$ cat src/rtl/alu_op_sequencer.sv
// Instruction sequencer for the 8-bit combinational ALU: accumulator, 4x8 register file, 3-cycle issue.
// Optional zero/negative flags are built when ALU_SEQ_FLAGS_EN is defined; otherwise flag_z/flag_n read 0.
//
// state | meaning
// IDLE  | ready for an instruction; latch op, operands and rsel on accept
// EXEC  | ALU sees stable X/Y/op; writeback at the end of the cycle
// DONE  | done pulse, instruction retired
module alu_op_sequencer #(
   parameter int WIDTH = 8,
   parameter int NREGS = 4
) (
   input  logic             clk,
   input  logic             rst,
   input  logic             instr_valid,
   output logic             instr_ready,
   input  logic [2:0]       instr_op,
   input  logic             instr_imm_en,
   input  logic [1:0]       instr_rsel,
   input  logic [WIDTH-1:0] instr_imm,
   output logic [WIDTH-1:0] alu_x,
   output logic [WIDTH-1:0] alu_y,
   output logic             alu_c2,
   output logic             alu_c1,
   output logic             alu_c0,
   input  logic [WIDTH-1:0] alu_f,
   output logic [WIDTH-1:0] acc,
   output logic             done,
   output logic             flag_z,
   output logic             flag_n
);

   typedef enum logic [1:0] {
      IDLE = 2'd0,
      EXEC = 2'd1,
      DONE = 2'd2
   } state_t;

   localparam logic [2:0] OP_LDA = 3'b010;
   localparam logic [2:0] OP_STA = 3'b011;

   state_t           state;
   logic [2:0]       op_q;
   logic [1:0]       rsel_q;
   logic [WIDTH-1:0] acc_q;
   logic [WIDTH-1:0] x_q;
   logic [WIDTH-1:0] y_q;
   logic [WIDTH-1:0] regfile [NREGS];
   logic             done_q;
   logic [WIDTH-1:0] wb_value;

   // LDA bypasses the ALU, which drives 0 for that op code.
   assign wb_value = (op_q == OP_LDA) ? y_q : alu_f;

   always_ff @(posedge clk) begin
      if (rst) begin
         state  <= IDLE;
         op_q   <= '0;
         rsel_q <= '0;
         acc_q  <= '0;
         x_q    <= '0;
         y_q    <= '0;
         done_q <= 1'b0;
         for (int i = 0; i < NREGS; i++) regfile[i] <= '0;
      end else begin
         done_q <= 1'b0;
         case (state)
            IDLE: begin
               if (instr_valid) begin
                  op_q   <= instr_op;
                  y_q    <= instr_imm_en ? instr_imm : regfile[instr_rsel];
                  x_q    <= acc_q;
                  rsel_q <= instr_rsel;
                  state  <= EXEC;
               end
            end
            EXEC: begin
               if (op_q == OP_STA) regfile[rsel_q] <= acc_q;
               else                acc_q           <= wb_value;
               done_q <= 1'b1;
               state  <= DONE;
            end
            DONE:    state <= IDLE;
            default: state <= IDLE;
         endcase
      end
   end

`ifdef ALU_SEQ_FLAGS_EN
   logic flag_z_q;
   logic flag_n_q;

   always_ff @(posedge clk) begin
      if (rst) begin
         flag_z_q <= 1'b0;
         flag_n_q <= 1'b0;
      end else if (state == EXEC && op_q != OP_STA) begin
         flag_z_q <= (wb_value == '0);
         flag_n_q <= wb_value[WIDTH-1];
      end
   end

   assign flag_z = flag_z_q;
   assign flag_n = flag_n_q;
`else
   assign flag_z = 1'b0;
   assign flag_n = 1'b0;
`endif

   // Ready drops combinationally with rst so no instruction is offered during reset.
   assign instr_ready = (state == IDLE) && !rst;
   assign done        = done_q && !rst;
   assign acc         = acc_q;
   assign alu_x       = x_q;
   assign alu_y       = y_q;
   assign {alu_c2, alu_c1, alu_c0} = op_q;

endmodule
$ cat config.mk
export PLATFORM = sky130hd
export DESIGN_NAME = alu_op_sequencer
export DESIGN_NICKNAME = d
export VERILOG_FILES = /design/src/rtl/alu_op_sequencer.sv
export SDC_FILE = /design/constraint.sdc
export NUM_CORES = 1
export LEC_CHECK = 0
export ABC_CLOCK_PERIOD_IN_PS = 1600
export BUFFER_PORTS_ARGS = -buffer_cell sky130_fd_sc_hd__buf_2
export CAP_MARGIN = 20
export CORE_UTILIZATION = 49
export DETAILED_ROUTE_END_ITERATION = 6
export PLACE_DENSITY = 0.82
export RECOVER_POWER = 50
export SLEW_MARGIN = 5
export SYNTH_ARGS = -nofsm -noshare
export SYNTH_HDL_FRONTEND = slang
export SYNTH_SLANG_ARGS = --single-unit
export TNS_END_PERCENT = 30
$ cat constraint.sdc
create_clock -name clk -period 1.6 [get_ports clk]
set_input_delay 0 -clock clk [delete_from_list [all_inputs] [get_ports clk]]
set_output_delay 0 -clock clk [all_outputs]
set_load 0.05 [all_outputs]
==> summary.md, run 1 <==
| Metric | Value |
|---|---|
| Synth area leaders | `edfxtp_1 (34%), dfxtp_1 (22%), mux2_2 (5.9%)` |
| Most frequent cells in the layout | `edfxtp_1 (32), clkbuf_1 (30), dfxtp_1 (29)` |
| Area share of the largest cell type after synthesis | `33.6%` |
| Mapped cell area | `0.00286 mm²` |
| Most common cell after layout, fill and taps aside | `edfxtp_1` |
| DRC | `0` |
| Max Slew Vio Count | `0` |
| Root Driver | `clkbuf_8` |
| Relative slew slack | `between 50% and 60%` |
| DP Wirelength | `roughly 4.6 mm` |
| Post-Syn Area per Cell | `about 12 µm²` |
| Syn. warnings | `0` |
| Area grow syn2layout | `19.4%` |
| Fin crit share | `between 90% and 100%` |
| Yosys reg bits | `64` |
| Clk_skew | `7.76 ps` |
| Reg2reg start | `op_q[1]$_SDFFE_PP0P_` |
| Worst-Skew Late Latency | `between 300 and 400 ps` |
| Unrepaired setup endpoints after global routing | `no` |
| Min-delay worst type | `in2reg` |
| Crit path max-delay cell type | `dfxtp_2` |
| Crit path kind | `reg2reg` |
| Vias in the first global route | `between 1500 and 2000` |
| Yosys cell types | `36` |
| CP startpoint | `op_q[1]$_SDFFE_PP0P_` |
| First-pass GRT wire length | `10.2 mm` |
| Fmax | `between 600 and 700 MHz` |
| Crit-path max FO | `13` |
| CTS resizes | `0` |
| Worst setup SP type | `flip-flop` |
| Hold_sp | `alu_f[3]` |
| Gpl congestion | `between 0.8 and 0.9` |
| Total core area | `approximately 0.0056 mm²` |
| Post-synthesis sequential area ratio | `a little under three fifths` |
| Clock transition at path regs | `approximately 70 ps` |
| Die X | `roughly 78 µm` |
| Global Route Usage Sum | `a little under a quarter` |
| Lkg Pwr | `approximately 1.4 nW` |
| Mapped Cells | `between 200 and 250` |
| Nets | `between 300 and 400` |
| Post-Route Utilization | `61.2%` |
| Final period demand of the worst path | `between 1500 and 2000 ps` |
| Global route overflow | `0` |
| Crit path cell chain | `and3b_1, and2_0, a21o_1` |
| Clock sinks | `between 60 and 70` |
| Post-route ant nets | `0` |
| Post-route worst setup slack | `71.3 ps` |
| Hold Vio Cnt, Final | `0` |
| FP Rows | `27` |
| Worst Setup EP | `regfile[0][7]$_SDFFCE_PN0P_` |
| Design Power | `about 3.8 mW` |
| Area leader, netlist | `edfxtp_1` |
| Max VDD drop | `around 0.64 mV` |
| Maxcap violations | `0` |
| R2R Path End | `regfile[0][7]$_SDFFCE_PN0P_` |
| Via count | `2134` |
| Initial core utilization | `between 50% and 60%` |
| Share of layout cells above drive strength 1 | `between 20% and 30%` |
| Antenna cells | `0` |
| CP arrival | `~1500 ps` |
| R2r setup slk | `roughly 71 ps` |
| Placed Cells incl. Taps | `356` |
| TritonRoute pass-1 iters | `4` |
| Clock Path Buffers | `2` |
| Final setup TNS | `0 ps` |
| Dpl ws | `around 110 ps` |
| Worst Tran Pin Value | `608 ps` |
| Die ar. | `0.00614 mm²` |
| Fin area | `0.00341 mm²` |
| H-tree levels | `3` |
| Worst hold slack | `between 10 and 15 ps` |
| CP Capture Type | `flip-flop` |
| CTS tree | `done` |
| Status | `finished clean` |
| Non-filler cells, final | `about 380` |
| Initial antenna violation count | `0` |
| I/O pin cnt | `56` |
| Inserted Clock Buffers | `9` |
| PD cells | `about 1100 mW/mm²` |
| Endpoints failing setup | `0` |
| Final WL | `between 6 and 7 mm` |
| DR vias/cell | `5.68` |
| PortBufs | `between 50 and 60` |
| WP data required | `roughly 1600 ps` |
| WL/cell | `roughly 17 µm` |
| DRT iter0 DRCs | `between 90 and 100` |
| CP max stage delay | `around 450 ps` |
| Area after DPL | `about 0.0032 mm²` |
| Reg2reg path depth | `3` |
| Largest net degree at the start of global routing | `38` |
| Chip height | `approximately 78 µm` |
-- sequential cells by signal, summed over array words and instances, names as in the netlist --
| register | count |
|---|---|
| alu_y | 8 |
| alu_x | 8 |
| state | 2 |
| op_q | 3 |
| acc | 8 |
| done_q | 1 |
| rsel_q | 2 |
| regfile | 32 |
-- cell families after synthesis --
logic type,share of synthesized area (%)
AO/OA/AOI/OAI,10.7
flip-flops,56.1
multiplexers,11.0
other,0.131
buffers and inverters,4.69
AND/OR/NAND/NOR,17.4
-- critical path, delay by kind of cell (launching register included) --
kind	cells	cell delay (ps)
compound gates	1	320
flops	1	450
simple gates	2	430
-- area by class of cell --
cell class                 count  area, µm²
clock buffer                  11        174
clock inverter                 5       35.0
fill                         466       2160
inverter                       2       7.51
multi-input combinational    152       1130
sequential                    64       1610
tap                           72       90.1
timing repair buffer          70        360
-- synth_stat cells, drive strengths merged --
master	number
a211oi	16
a21o	1
a21oi	8
a222oi	8
a31o	1
a41o	1
and2	15
and3	15
and3b	1
and4	1
buf	14
clkbuf	7
conb	1
dfxtp	32
edfxtp	32
inv	2
mux2	16
mux2i	13
nand3	1
nand3b	1
nor2	23
nor2b	5
nor3	3
nor3b	3
nor4b	1
o21ai	8
or2	1
or4b	8
-- timing repair --
action,4_1_cts,5_1_grt
endpoints found under the hold margin,4,0
buffers inserted,0,0
hold buffers,4,0
-- layer usage --
| layer | global-route usage [%] | vias up | routed length [µm] |
|---|---|---|---|
| met5 | 0 | - | 0 |
| met4 | 9.81 | 0 | 111 |
| met3 | 6.05 | 9 | 385 |
| met2 | 34.9 | 85 | 3100 |
| met1 | 30.4 | 1022 | 2950 |
| li1 | - | 1018 | - |
-- report_power, final --
| part | switching (mW) | internal (mW) | total, mW |
|---|---|---|---|
| Clock | 0.637 | 0.753 | 1.39 |
| Combinational | 0.359 | 0.176 | 0.535 |
| Sequential | 0.0919 | 1.80 | 1.89 |
| Total | 1.09 | 2.73 | 3.81 |
-- worst min path at each step --
stage	to	slack [ps]	depth (start not counted)
2_1_floorplan	op_q[0]$_SDFFE_PP0P_	150	2
3_3_place_gp	op_q[1]$_SDFFE_PP0P_	240	3
3_5_place_dp	op_q[0]$_SDFFE_PP0P_	250	3
4_1_cts	acc[3]$_SDFFE_PP0P_	1	3
5_1_grt	acc[7]$_SDFFE_PP0P_	30	3
6_report	acc[3]$_SDFFE_PP0P_	10	3
(Power assumes the default switching activity.)
==> run 2, diff against run 1 <==
Settings changed: ABC_AREA from default to 1.
==> run 2 against run 1 <==
Compared with the run above: first-iteration DRC count is 96% higher; hold slack better by 19 ps; routed wire length is 11% higher; clock skew is 2.1 ps lower; worst setup slack better by 19 ps; clock-buffer cell count is 2 higher; final cell count is 27% higher; synthesized area is 0.79% lower; highest routed layer unchanged.
==> summary.md, run 2 <==
| Metric | Value |
|---|---|
| Status | `finished clean` |
| Lkg Pwr | `approximately 1.5 nW` |
| Max reg flops | `32` |
| Largest net degree at the start of global routing | `23` |
| Post-synthesis sequential area ratio | `between 50% and 60%` |
| Biggest register | `regfile` |
| Relative slew slack | `a little under 60%` |
| Syn. warnings | `0` |
| DRT iter0 DRCs | `about 190` |
| EDFF count, synth | `32` |
| I/O pin cnt | `between 50 and 60` |
| Gpl congestion | `slightly below 0.9` |
| Clock sinks | `between 60 and 70` |
| Register Area | `0.00161 mm²` |
| Mapped cell area | `roughly 0.0028 mm²` |
| Net Sw Frac | `28.8%` |
| Area of the multi-input gates | `between 0.001 and 0.0015 mm²` |
| Main synth FF type | `edfxtp_1` |
| Global Route Usage Sum | `between 20% and 30%` |
| Post-route ant nets | `0` |
| Logic pwr share | `16.2%` |
| Mapped Cells | `328` |
| Min-delay worst type | `in2reg` |
| Fin crit share | `94.4%` |
| DP Wirelength | `a little under 5 mm` |
| Inserted Clock Buffers | `9` |
| Global route overflow | `0` |
| Final WL | `7.27 mm` |
| Max VDD drop | `between 0.6 and 0.7 mV` |
| Fmax | `between 600 and 700 MHz` |
| H-tree levels | `3` |
| Post-synth ARST share | `0%` |
| Most common cell after layout, fill and taps aside | `nor2_1` |
| Internal power | `~2.8 mW` |
| FP Rows | `27` |
| Worst setup SP type | `flip-flop` |
| Clock transition at path regs | `roughly 70 ps` |
| Clock share of power | `between 30 and 40%` |
| Crit-path max FO | `10` |
| Most frequent cells in the layout | `nor2_1 (64), nand2_1 (51), a21oi_1 (35)` |
| Worst Tran Pin Value | `slightly above 600 ps` |
| Share of layout cells above drive strength 1 | `15.8%` |
| Final setup TNS | `0 ps` |
| PortBufs | `between 50 and 60` |
| Nets | `around 430` |
| FILL cells | `about 480` |
| Area share of the largest cell type after synthesis | `between 30% and 40%` |
| Die X | `78.1 µm` |
| Crit path kind | `reg2reg` |
| Maxcap violations | `0` |
| Clock Path Buffers | `2` |
| Endpoints failing setup | `0` |
| WL/cell | `between 15 and 20 µm` |
| Total core area | `around 0.0055 mm²` |
| Unrepaired setup endpoints after global routing | `no` |
| P_sw | `1.14 mW` |
| Hold Vio Cnt, Final | `0` |
| Die ar. | `~0.0061 mm²` |
| Initial core utilization | `between 50% and 60%` |
| DRC | `0` |
| Antenna cells | `0` |
| First-pass GRT wire length | `11.6 mm` |
| CTS tree | `done` |
| CP Capture Type | `flip-flop` |
| Vias in the first global route | `2439` |
| Max Slew Vio Count | `0` |
| Post-route worst setup slack | `90.3 ps` |
| Area leader, netlist | `edfxtp_1` |
| Yosys reg bits | `64` |
| Dpl ws | `~19 ps` |
| Chip height | `slightly below 80 µm` |
| Most instantiated library cell after synthesis | `nor2_1` |
| Reg power frac | `a little under half` |
| Root Driver | `clkbuf_8` |
| Yosys cell types | `22` |
| Worst-Skew Late Latency | `340 ps` |
| Top post-synthesis cells by count | `nor2_1 (64), nand2_1 (54), a21oi_1 (35), inv_1 (33)` |
| Area grow syn2layout | `23.8%` |
| Synth area leaders | `edfxtp_1 (34%), dfxtp_1 (23%), nor2_1 (8.5%)` |
| Post-Syn Area per Cell | `around 8.6 µm²` |
| WP data required | `1640 ps` |
| Clk_skew | `between 5 and 6 ps` |
| Initial antenna violation count | `0` |
| Via count | `~2500` |
| PD cells | `between 1000 and 1500 mW/mm²` |
| CP arrival | `about 1600 ps` |
| TritonRoute pass-1 iters | `5` |
| DR vias/cell | `5.16` |
| Final period demand of the worst path | `~1500 ps` |
run 2: cell type report:
type / count / area share (%)
sequential: 64 / 45.9
timing repair buffer: 77 / 12.7
clock buffer: 13 / 4.85
clock inverter: 3 / 1.11
tap: 72 / 2.57
multi-input combinational: 214 / 29.1
inverter: 35 / 3.74
run 2: critical path: stages, from the launching register on:
cell and delay, ps:
dfxtp_1 320, inv_1 90, nand2_2 100, nor2_4 120, nand2_4 140, nor2_8 150, nand2_4 100, nand2_2 170
run 2: cells by family after synthesis:
| family | synth area share, % |
|---|---|
| compound gates | 9.89 |
| buf+inv | 7.81 |
| flops | 56.5 |
| other cells | 0.132 |
| simple gates | 25.7 |
run 2: per-layer routing:
metal  track usage [%]  wire length (µm)  up-vias  share of wire, %
li1                  -                 -     1199                 -
met1              29.3              2910     1119                40
met2              43.9              3570      122                49
met3              8.84               551       27               7.6
met4              11.3               237        0               3.3
met5                 0                 0        -                 0
run 2: final timing paths:
path	from	endpoint	slack [ps]	depth (start not counted)
min	alu_f[4]	acc[4]$_SDFFE_PP0P_	30	5
max	state[1]$_SDFFE_PP0P_	regfile[0][6]$_SDFFCE_PN0P_	90	7
max reg2reg	state[1]$_SDFFE_PP0P_	regfile[0][6]$_SDFFCE_PN0P_	90	7
min reg2reg	op_q[0]$_SDFFE_PP0P_	op_q[0]$_SDFFE_PP0P_	520	2
run 2: through the flow:
step / cell area, µm² / total power [mW] / hold slack, ps / std cells / util [%]
after floorplan: 2850 / 2.35 / 78.1 / 329 / -
after global placement: 3160 / 2.50 / 267 / 445 / 57.1
after detailed placement: 3160 / 2.52 / 266 / 445 / 57.1
after CTS: 3550 / 3.97 / 13.0 / 478 / 64.0
after global routing: 3510 / 4.10 / 59.9 / 478 / 63.3
final: 3510 / 3.96 / 29.0 / 478 / 63.3
run 2: power groups by stage:
stage,registers (mW),clock network (mW),logic (mW)
final,1.87,1.44,0.641
after global routing,1.88,1.53,0.689
after CTS,1.87,1.45,0.649
after detailed placement,1.91,0,0.613
after global placement,1.90,0,0.602
after floorplan,2.09,0,0.264
run 2: timing repair:
action	4_1_cts	5_1_grt
buffers inserted	0	0
endpoints found under the hold margin	19	0
setup endpoints to repair	7	16
hold buffers	17	0
resized for setup	1	2
==> run 3, diff against run 2 <==
Settings changed: ABC_AREA 1 to default, BUFFER_PORTS_ARGS -buffer_cell sky130_fd_sc_hd__buf_2 to default, CORE_UTILIZATION 49 to 50, DONT_BUFFER_PORTS from default to 1, PLACE_DENSITY 0.82 to 0.75.
==> run 3 against run 2 <==
Compared with the run above: sequential power about the same; register-to-register slack improved by 30 ps; clock power rose by 26%; die area shrank 1.2%; clock-buffer cell count fell by 4; hold slack worse by 8.5 ps; global-route usage is 1.4 points lower.
==> summary.md, run 3 (synthesis results as in run 1) <==
| Metric | Value |
|---|---|
| Worst hold slack | `approximately 20 ps` |
| Nets | `approximately 310` |
| Most frequent cells in the layout | `edfxtp_1 (32), dfxtp_1 (29), clkbuf_1 (29)` |
| WP data required | `1630 ps` |
| Lkg Pwr | `1.40 nW` |
| Area after DPL | `about 0.0032 mm²` |
| CP Capture Type | `flip-flop` |
| Die ar. | `0.00602 mm²` |
| CP arrival | `1520 ps` |
| Post-route ant nets | `0` |
| Max reg flops | `32` |
| Fin area | `between 0.003 and 0.004 mm²` |
| Max Slew Vio Count | `0` |
| Worst setup SP type | `input port` |
| Antenna cells | `0` |
| CP max stage delay | `590 ps` |
| WL/cell | `~18 µm` |
| TritonRoute pass-1 iters | `6` |
| PortBufs | `0` |
| Clk_skew | `between 5 and 6 ps` |
| Clock Path Buffers | `2` |
| Final period demand of the worst path | `approximately 1500 ps` |
| DR vias/cell | `roughly 5.8` |
| DRC | `0` |
| Global Route Usage Sum | `24.4%` |
| Clock sinks | `64` |
| Final WL | `6.76 mm` |
| Max VDD drop | `1.05 mV` |
| Min-delay worst type | `in2reg` |
| Largest net degree at the start of global routing | `32` |
| Crit path cell chain | `buf_12, dlygate4sd3_1, nor3b_4, and2_0, a31o_2` |
| Worst-Skew Late Latency | `340 ps` |
| Die X | `77.6 µm` |
| Fmax | `between 600 and 700 MHz` |
| Crit path kind | `in2reg` |
| Design Power | `between 4 and 5 mW` |
| I/O pin cnt | `56` |
| FP Rows | `27` |
| H-tree levels | `3` |
| Post-CTS setup buffer count | `0` |
| Initial antenna violation count | `0` |
| Most common cell after layout, fill and taps aside | `edfxtp_1` |
| Fin crit share | `between 90% and 100%` |
| PD cells | `1200 mW/mm²` |
| Unrepaired setup endpoints after global routing | `no` |
| Worst Tran Pin Value | `~790 ps` |
| Area grow syn2layout | `23.9%` |
| Final setup TNS | `0 ps` |
| Via count | `~2100` |
| Initial core utilization | `just over 50%` |
| Clock transition at path regs | `around 70 ps` |
| Hold Vio Cnt, Final | `0` |
| Chip height | `approximately 78 µm` |
| Gpl congestion | `between 0.7 and 0.8` |
| FILL cells | `approximately 420` |
| DRT iter0 DRCs | `about 180` |
| Vias in the first global route | `2189` |
| Root Driver | `clkbuf_8` |
| Buf+Inv Stages, Crit Path | `2` |
| DP Wirelength | `approximately 4.5 mm` |
| Status | `finished clean` |
| Crit-path max FO | `8` |
| Share of layout cells above drive strength 1 | `between 10% and 20%` |
| Biggest register | `regfile` |
| Total core area | `approximately 0.0055 mm²` |
| Crit path max-delay family | `buffers and inverters` |
| Global route overflow | `0` |
| First-pass GRT wire length | `10.9 mm` |
| Inserted Clock Buffers | `9` |
| Relative slew slack | `47.5%` |
| CTS tree | `done` |
| Crit path max-delay cell type | `dlygate4sd3_1` |
| Maxcap violations | `0` |
| Endpoints failing setup | `0` |
run 3: cell types whose count changed in the layout (fill, tap and decap cells not counted), moves of 16 or more:
cell	change
buf_2	-24
nor2_1	-41
inv_1	-31
a211oi_1	+16
nand3_1	-23
nand2_1	-51
a21oi_1	-27
run 3: worst reg2reg max path: cells and delay by family (launching register included):
kind            cells  cell delay, ps
flops               1             340
simple gates        2             530
compound gates      1             310
run 3: worst paths after layout:
| kind | to | slack (ps) | start | depth (start not counted) |
|---|---|---|---|---|
| worst max-delay path | regfile[2][5]$_SDFFCE_PN0P_ | 110 | rst | 5 |
| worst min-delay path | regfile[2][7]$_SDFFCE_PN0P_ | 20 | rst | 1 |
| worst max register to register | regfile[2][5]$_SDFFCE_PN0P_ | 120 | state[1]$_SDFFE_PP0P_ | 3 |
| worst min register to register | alu_x[6]$_SDFFE_PP0P_ | 500 | alu_x[6]$_SDFFE_PP0P_ | 2 |
run 3: report_power, final:
group | internal [mW] | switching, mW
Combinational | 0.197 | 0.384
Clock | 1.18 | 0.625
Sequential | 1.80 | 0.0537
Total | 3.17 | 1.06
run 3: layout make-up:
type                       count  area, µm²  area share [%]
timing repair buffer          60        424            12.0
clock inverter                 7        134            3.78
sequential                    64       1610            45.4
inverter                       2       7.51           0.212
clock buffer                   9        124            3.50
tap                           72       90.1            2.55
multi-input combinational    152       1150            32.5
run 3: per-layer routing:
metal  track usage, %  up-vias  share of wire (%)
li1                 -      995                  -
met1             30.0     1026                 42
met5                0        -                  0
met3             8.24        7                7.8
met2             40.1       77                 49
met4             7.92        0                1.2
run 3: timing repair:
action,4_1_cts,5_1_grt
gates resized for setup,0,2
hold buffers,16,1
endpoints found under the setup margin,0,16
hold endpoints to repair,48,8
run 3: metrics by stage:
step / utilization [%] / worst slack [ps] / std cells
4_1_cts: 65.5 / 69.7 / 364
2_1_floorplan: - / 5.50 / 239
3_3_place_gp: 57.7 / 150 / 332
3_5_place_dp: 57.7 / 97.4 / 332
6_report: 64.3 / 109 / 366
5_1_grt: 64.3 / 1.41 / 366
